## src/rtl/apb_pkg.sv

```systemverilog
// apb_pkg: definitions shared by the APB4 requester bridge and its helpers.
//   apb_state_e       : bus FSM states (IDLE, SETUP, ACCESS)
//   DEF_*_WIDTH       : default address/data widths
//   PPROT_*           : bit positions within PPROT/SPROT
package apb_pkg;

  typedef enum logic [1:0] {
    IDLE   = 2'd0,
    SETUP  = 2'd1,
    ACCESS = 2'd2
  } apb_state_e;

  localparam int DEF_ADDR_WIDTH = 32;
  localparam int DEF_DATA_WIDTH = 32;

  localparam int PPROT_PRIV    = 0;  // 1 = privileged access
  localparam int PPROT_NONSEC  = 1;  // 1 = non-secure access
  localparam int PPROT_INSTR   = 2;  // 1 = instruction fetch

endpackage

```

## src/rtl/apb_timeout_counter.sv

```systemverilog
// apb_timeout_counter: wait-state watchdog for the ACCESS phase.
// Ports:
//   clk, rst   : clock, synchronous active-high reset
//   in_access  : FSM is in ACCESS this cycle
//   pready     : slave ready
//   expired    : limit reached with PREADY still low; abort on the next edge
module apb_timeout_counter #(
  parameter int LIMIT = 16
) (
  input  logic clk,
  input  logic rst,
  input  logic in_access,
  input  logic pready,
  output logic expired
);

  logic [7:0] cnt;

  // Held at zero outside ACCESS, so every ACCESS entry starts from zero.
  always_ff @(posedge clk) begin
    if (rst || !in_access) begin
      cnt <= 8'd0;
    end else if (!pready) begin
      cnt <= cnt + 8'd1;
    end
  end

  // A ready slave on the limit cycle takes priority over the abort.
  assign expired = in_access && !pready && (cnt == 8'(LIMIT));

endmodule

```

## src/rtl/apb4_master_bridge.sv

```systemverilog
// apb4_master_bridge: turns single-cycle requests into APB4 SETUP/ACCESS
// cycles and returns a one-cycle response pulse per completed transfer.
//
// Optional feature: define APB_TIMEOUT_EN to abort ACCESS phases that wait
// longer than TIMEOUT_CYCLES (STIMEOUT reports the abort). Without it,
// STIMEOUT is tied to 0 and ACCESS waits indefinitely.
//
// Ports:
//   PCLK, PRESET          : clock, synchronous active-high reset
//   transfer, S*          : request side (SWRITE/SADDR/SWDATA/SSTRB/SPROT)
//   busy                  : request cannot be accepted this cycle
//   P*                    : APB4 requester bus
//   SRVALID/SRDATA/SSLVERR/STIMEOUT : response
//   dbg_state             : current FSM state (apb_state_e encoding)
//
// Handshake: a request is accepted on any rising edge where transfer=1 and
// busy=0; transfer while busy=1 is ignored (not held, not queued).
module apb4_master_bridge
  import apb_pkg::*;
#(
  parameter int ADDR_WIDTH     = DEF_ADDR_WIDTH,
  parameter int DATA_WIDTH     = DEF_DATA_WIDTH,
  parameter int TIMEOUT_CYCLES = 16
) (
  input  logic                    PCLK,
  input  logic                    PRESET,
  input  logic                    transfer,
  input  logic                    SWRITE,
  input  logic [ADDR_WIDTH-1:0]   SADDR,
  input  logic [DATA_WIDTH-1:0]   SWDATA,
  input  logic [DATA_WIDTH/8-1:0] SSTRB,
  input  logic [2:0]              SPROT,
  output logic                    busy,
  output logic                    PSEL,
  output logic                    PENABLE,
  output logic                    PWRITE,
  output logic [ADDR_WIDTH-1:0]   PADDR,
  output logic [DATA_WIDTH-1:0]   PWDATA,
  output logic [DATA_WIDTH/8-1:0] PSTRB,
  output logic [2:0]              PPROT,
  input  logic                    PREADY,
  input  logic                    PSLVERR,
  input  logic [DATA_WIDTH-1:0]   PRDATA,
  output logic                    SRVALID,
  output logic [DATA_WIDTH-1:0]   SRDATA,
  output logic                    SSLVERR,
  output logic                    STIMEOUT,
  output logic [1:0]              dbg_state
);

  localparam logic [1:0] S_IDLE   = 2'(IDLE);
  localparam logic [1:0] S_SETUP  = 2'(SETUP);
  localparam logic [1:0] S_ACCESS = 2'(ACCESS);

  if (TIMEOUT_CYCLES < 1 || TIMEOUT_CYCLES > 255) begin : g_bad_timeout
    $error("TIMEOUT_CYCLES must be in 1..255");
  end

  logic [1:0] state, state_nxt;
  logic       accept, complete, abort;

  assign busy      = (state == S_SETUP) || (state == S_ACCESS && !PREADY);
  assign accept    = transfer && !busy;
  assign complete  = (state == S_ACCESS) && PREADY;
  assign dbg_state = state;

`ifdef APB_TIMEOUT_EN
  apb_timeout_counter #(.LIMIT(TIMEOUT_CYCLES)) u_timeout (
    .clk       (PCLK),
    .rst       (PRESET),
    .in_access (state == S_ACCESS),
    .pready    (PREADY),
    .expired   (abort)
  );

  // Follows the response that completes the transfer.
  always_ff @(posedge PCLK) begin
    if (PRESET) begin
      STIMEOUT <= 1'b0;
    end else if (complete) begin
      STIMEOUT <= 1'b0;
    end else if (abort) begin
      STIMEOUT <= 1'b1;
    end
  end
`else
  assign abort    = 1'b0;
  assign STIMEOUT = 1'b0;
`endif

  always_comb begin
    state_nxt = state;
    case (state)
      S_IDLE:   if (accept) state_nxt = S_SETUP;
      S_SETUP:  state_nxt = S_ACCESS;
      S_ACCESS: begin
        // accept can only be high here when PREADY=1 (back-to-back).
        if (PREADY)     state_nxt = accept ? S_SETUP : S_IDLE;
        else if (abort) state_nxt = S_IDLE;
      end
      default:  state_nxt = S_IDLE;
    endcase
  end

  always_ff @(posedge PCLK) begin
    if (PRESET) begin
      state   <= S_IDLE;
      PSEL    <= 1'b0;
      PENABLE <= 1'b0;
      PWRITE  <= 1'b0;
      PADDR   <= '0;
      PWDATA  <= '0;
      PSTRB   <= '0;
      PPROT   <= '0;
      SRVALID <= 1'b0;
      SRDATA  <= '0;
      SSLVERR <= 1'b0;
    end else begin
      state   <= state_nxt;
      // Bus strobes are decoded from the next state so they are registered.
      PSEL    <= (state_nxt != S_IDLE);
      PENABLE <= (state_nxt == S_ACCESS);
      // Capture only at acceptance; busy blocks it during SETUP/wait states,
      // which keeps the bus fields stable for the whole transfer.
      if (accept) begin
        PWRITE <= SWRITE;
        PADDR  <= SADDR;
        PWDATA <= SWDATA;
        PSTRB  <= SWRITE ? SSTRB : '0;
        PPROT  <= SPROT;
      end
      SRVALID <= complete || abort;
      if (complete) begin
        SRDATA  <= PWRITE ? '0 : PRDATA;
        SSLVERR <= PSLVERR;
      end else if (abort) begin
        SRDATA  <= '0;
        SSLVERR <= 1'b1;
      end
    end
  end

endmodule

```

## config.mk

```make
export PLATFORM = sky130hd
export DESIGN_NAME = apb4_master_bridge
export DESIGN_NICKNAME = d
export VERILOG_FILES = /design/src/rtl/apb_pkg.sv /design/src/rtl/apb_timeout_counter.sv /design/src/rtl/apb4_master_bridge.sv
export SDC_FILE = /design/constraint.sdc
export NUM_CORES = 1
export LEC_CHECK = 0
export BUFFER_PORTS_ARGS = -buffer_cell sky130_fd_sc_hd__buf_2
export CAP_MARGIN = 20
export CORE_MARGIN = 5
export CORE_UTILIZATION = 45
export CTS_BUF_LIST = sky130_fd_sc_hd__clkbuf_4 sky130_fd_sc_hd__clkbuf_8 sky130_fd_sc_hd__clkbuf_16
export CTS_CLUSTER_SIZE = 14
export DETAILED_ROUTE_END_ITERATION = 7
export PLACE_DENSITY = 0.8
export SLEW_MARGIN = 0
export SYNTH_ARGS = -nofsm -noshare
export SYNTH_HDL_FRONTEND = slang
export SYNTH_SLANG_ARGS = --single-unit
```

## constraint.sdc

```tcl
create_clock -name PCLK -period 1.7 [get_ports PCLK]
set_clock_uncertainty 0.2 [all_clocks]
set_input_delay 0.17 -clock PCLK [delete_from_list [all_inputs] [get_ports PCLK]]
set_output_delay 0.17 -clock PCLK [all_outputs]
set_load 0.005 [all_outputs]
```

# Word-level counts from Yosys, hierarchy flattened
# Index checks and enable logic that the tools add are counted.
# totals
reg_bits	110
inputBits	109
output_inout_bits	112
wordCells	28
# classes
eq_ne	3
muxes	6
n_reduce_logical	8
# ops
op	count
$mux W32	1
$pmux W2 S3	1
$eq A2 B2 Y1 const B	2
$mux W2	2
$mux W4	1
$logic_and A1 B1 Y1	3
$eq A2 B1 Y1 const B	1
$logic_not A1 Y1	2
$logic_not A2 Y1	1
$reduce_bool A2 Y1	1
$logic_or A1 B1 Y1	1
$mux W1	1

# Longest topological paths before layout
# logic_depth
ltp_word	9
ltp_mapped	6

# Least setup slack after synthesis
# Ideal clock, no wire load.
# synth_timing
path_kind	register to register
from	reg state[0], in the netlist dbg_state[0]
to	reg SRDATA[10]
path_stages_with_launch	6
arrival_time_ps	1252
required_ps	1383
setup_time_ps	117
synth_period_minus_slack_ps	1569
slack_ps	131
path_cell_list	dfxtp_1 > nand3b_1 > nor2b_1 > buf_2 > buf_2 > a22o_1
# synth_via
elab_chain_len	2
# synth_lines
item	line	rtl
start: declaration	apb4_master_bridge.sv:59	logic [1:0] state, state_nxt;
start signal: assignment	apb4_master_bridge.sv:119	state <= state_nxt;
$eq A2 B2 Y1	apb4_master_bridge.sv:64	assign complete = (state == S_ACCESS) && PREADY;
$logic_and A1 B1 Y1	apb4_master_bridge.sv:64	
end signal: assignment	apb4_master_bridge.sv:134	SRDATA <= PWRITE ? '0 : PRDATA;
end: declaration	apb4_master_bridge.sv:45	output logic [DATA_WIDTH-1:0] SRDATA,
# No other way between the ends.
# A chain may end at the register's enable or synchronous reset.

# Final worst setup path
# layout_timing
from	reg state[0], in the netlist dbg_state[0]
to	out busy
# layout_via
elab_chain_len	3
# layout_lines
item	line	rtl
$eq A2 B2 Y1	apb4_master_bridge.sv:62	assign busy = (state == S_SETUP) || (state == S_ACCESS && !PREADY);
$logic_and A1 B1 Y1	apb4_master_bridge.sv:62	
$logic_or A1 B1 Y1 *	apb4_master_bridge.sv:62	
end: declaration	apb4_master_bridge.sv:33	output logic busy,
# Every way passes the cells marked *; elsewhere a longest branch is shown, timed or not.

==> impl_metrics.py <==
metrics = {
    "global_routing": {
        "groute.usage.overall": 0.292,
        "wire_length_of_the_first_global_routing_pass_um": 27000,
        "grt_antenna_before_repair": 2,
        "via_count_of_the_first_global_routing_pass": 5220,
        "largest_net_degree_at_the_start_of_global_routing": 48,
        "globalRoute.totalOverflow": 0,
    },
    "critical_path": {
        "cp_cell_sequence": "buf_6, or3b_4, buf_12, nand2_4, buf_6",
        "worst_case_register_to_register_setup_slack_ns": -0.20,
        "critical_path_max_stage_delay_ns": 0.43,
        "critical_path.endpoint_type": "primary output",
        "rr_startpoint": "dbg_state[0]",
        "cp_top_family": "simple AND/OR/NAND/NOR gates",
        "cpMostUsedCell": "sky130_fd_sc_hd__buf_6",
        "count_of_buffer_and_inverter_cells_on_the_critical_path": 3,
        "critical_path.slowest_cell": "sky130_fd_sc_hd__or3b_4",
        "worst_ep_required_time_ns": 1.33,
        "worstRegToRegCells": 7,
        "critPathMaxFanout": 6,
        "crit_arrival_ns": 1.54,
        "worst_r2r_endpoint": "PADDR[11]",
        "crit_path_launch_type": "flop",
        "timing_worst_setup_path_type": "flop to primary output",
    },
    "synth": {
        "simple_gate_share_of_the_synthesized_area": 0.134,
        "synth_nets": 549,
        "largest_family_of_logic_cells_by_synthesized_area": "compound AO/OA/AOI/OAI gates",
        "count_of_different_cell_masters_after_synthesis": 23,
        "synth-xor-area-share": 0,
        "yosys-top-cells-count": "sky130_fd_sc_hd__dfxtp_1 (110), sky130_fd_sc_hd__a21oi_1 (70), sky130_fd_sc_hd__nand4_1 (68), sky130_fd_sc_hd__o31ai_1 (68), sky130_fd_sc_hd__clkbuf_1 (39)",
        "synth_area_leader_cell": "sky130_fd_sc_hd__dfxtp_1",
        "fraction_of_the_mapped_netlist_area_in_adder_cells": 0,
        "number_of_synthesized_flops_with_an_enable_pin": 0,
        "synthesized_area_fraction_occupied_by_ao_oa_aoi_and_oai_cells": 0.270,
        "postSynthCellCount": 440,
        "cell_area_after_synthesis_um2": 4260,
        "synth_seq_cells": 110,
        "async_flop_share": 0,
        "ys.flop_type": "sky130_fd_sc_hd__dfxtp_1",
        "top_count_cell_post_synth": "sky130_fd_sc_hd__dfxtp_1",
        "yosys-top-cells-area": "sky130_fd_sc_hd__dfxtp_1 (52%), sky130_fd_sc_hd__o31ai_1 (12%), sky130_fd_sc_hd__nand4_1 (10%)",
        "yosys.area.top_type_share": 0.517,
        "synth.area.mux_share": 0.0118,
        "syn-mean-instance-area_um2": 9.67,
        "synth-warning-count": 0,
        "seq_area_frac_synth": 0.517,
    },
    "detailed_routing": {
        "drt.antenna.violating_nets": 0,
        "drt-initial-drc-count": 423,
        "number_of_search_and_repair_iterations_in_the_first_detailed_routing_pass": 5,
        "routed-via-count": 5460,
        "wl_um": 19900,
        "wire_per_inst_um": 22.2,
        "avgViaCountPerCell": 6.09,
        "detail_route.drc_violations": 0,
    },
    "sta": {
        "finalCriticalPeriod_ns": 1.91,
        "maxSlewViolCount": 0,
        "clock.fmax_mhz": 523,
        "period_share": 1.13,
        "rsz0062_at_grt": "yes",
        "tightest_slew_ns": 0.603,
        "final-setup-viol-count": 68,
        "worst_slew_margin_rel": 0.588,
        "setup_ws_ns": -0.213,
        "hold_violations": 0,
    },
    "clock_network": {
        "tritoncts_num_sinks": 110,
        "clkLatencyLatePin_ns": 0.37,
        "tritoncts": "built",
        "max_buffers_root_to_sink": 2,
        "number_of_buffers_created_by_cts": 9,
        "cts-htree-levels": 3,
        "clkTransAtPathRegs_ns": 0.10,
        "clock_tree_root_driver_cell": "sky130_fd_sc_hd__clkbuf_8",
    },
    "power_and_ir_drop": {
        "power.static_leakage_uw": 0.00340,
        "power_uw": 5740,
        "power_per_cell_area_nw_per_um2": 785,
        "power.ir.vdd_worst_mv": 0.541,
    },
    "hold_path": {
        "endpoint_with_the_worst_hold_slack": "dbg_state[0]",
        "timing.hold.worst.start": "PREADY",
        "timing.hold.worst_path_depth": 4,
        "worst_hold_path_type": "input port to flop",
    },
    "status": {
        "status": "finished with violations",
        "violated_checks": "setup timing",
    },
    "finish": {
        "final_cell_count_no_fill": 896,
        "post_route_cells_drive_above_1_share": 0.404,
        "filler_cell_count": 550,
        "synthToLayoutAreaGrowth_pct": 71.8,
        "layout.nets": 869,
        "layout.cell_area.non_filler_um2": 7310,
    },
    "placement": {
        "place.gp.congestion": 0.772,
        "placement.cell_area_um2": 5500,
        "buffer_ports.inserted": 219,
        "place_inst": 747,
        "half_perimeter_wire_length_after_detailed_placement_um": 9500,
    },
    "floorplan": {
        "die_height_um": 107,
        "floorplan.core_area_um2": 9240,
        "die_area_um2": 11500,
        "rows": 35,
        "initial_utilization": 0.461,
        "floorplan.die.width_um": 107,
        "ios": 221,
    },
    "job": {
        "timing.max_cap.violations": 0,
    },
}
[sequential cells by signal, summed over array words and instances (netlist names)]
register / count
SRVALID: 1
dbg_state: 2
PENABLE: 1
PPROT: 3
PADDR: 32
PWRITE: 1
SRDATA: 32
PWDATA: 32
PSEL: 1
PSTRB: 4
SSLVERR: 1
[metrics by stage]
| step | util | TNS [ns] | setup slack (ns) | hold WS, ns |
|---|---|---|---|---|
| 6_report | 0.791 | -7.43 | -0.213 | 0.0844 |
| 5_1_grt | 0.791 | -9.88 | -0.259 | 0.0775 |
| 4_1_cts | 0.746 | -2.30 | -0.240 | 0.0122 |
| 3_5_place_dp | 0.595 | -9.47 | -0.252 | 0.182 |
| 3_3_place_gp | 0.595 | -6.16 | -0.144 | 0.180 |
| 2_1_floorplan | - | 0 | 0.131 | 0.0955 |
[report_power, final]
group | internal, uW | switching, uW
clock | 870 | 982
combinational | 563 | 537
sequential | 2700 | 78.3
total | 4140 | 1600
[layout make-up]
cell class                      count  area [um2]  share of cell area
Multi-Input combinational cell    266        1920               0.262
Clock inverter                      7         114              0.0156
Sequential cell                   110        2200               0.301
Inverter                            2        7.51             0.00103
Tap cell                          129         161              0.0221
Antenna cell                        2        5.00            0.000685
Timing Repair Buffer              371        2780               0.380
Clock buffer                        9         124              0.0169
[routing by layer]
layer  part of all wire  track usage  vias up
li1                   -            -     2342
met3               0.11       0.0759       98
met1               0.36        0.336     2577
met5                  0            0        -
met4              0.046        0.145        0
met2               0.48        0.498      443
[repair_timing]
item / 4_1_cts / 5_1_grt
setup endpoints to repair: 86 / 100
endpoints found under the hold margin: 105 / 0
setup buffers: 1 / 11
hold buffers: 109 / 0
pin swaps: 1 / 22
cloned: 1 / 9
resized for setup: 5 / 35
[layout by cell type (no fill, tap or decap), drive strengths merged]
cell / n
nand2: 1
a21oi: 70
nor3: 2
bufinv: 2
a2111oi: 1
nor3b: 1
conb: 1
nand3b: 5
nand4: 68
inv: 6
mux2i: 5
buf: 256
dlygate4sd3: 109
a22o: 32
diode: 2
nor2b: 3
o31ai: 68
clkinv: 1
clkbuf: 15
nor2: 2
dfxtp: 110
or2: 1
nand2b: 5
or3b: 1
[how the worst max path moves through the flow]
stage / endpoint / cells past startpoint / start
6_report: busy / 5 / dbg_state[0]
5_1_grt: busy / 5 / dbg_state[0]
4_1_cts: busy / 5 / dbg_state[0]
3_5_place_dp: SRDATA[28] / 3 / dbg_state[0]
3_3_place_gp: SRDATA[28] / 3 / dbg_state[0]
2_1_floorplan: SRDATA[10] / 5 / dbg_state[0]
[worst min-delay path, cell delays in order]
cell,delay [ns]
sky130_fd_sc_hd__buf_2,0.11
sky130_fd_sc_hd__buf_4,0.15
sky130_fd_sc_hd__inv_1,0.05
sky130_fd_sc_hd__a2111oi_0,0.12
[cell families (layout without fill, tap and decap cells)]
kind of cell | count (synthesis) | count (layout)
multiplexers | 5 | 5
other | 1 | 3
AO/OA/AOI/OAI | 171 | 171
flip-flops | 110 | 110
buffers and inverters | 65 | 389
AND/OR/NAND/NOR | 88 | 89
No activity file was read; power rests on OpenSTA's default activity.
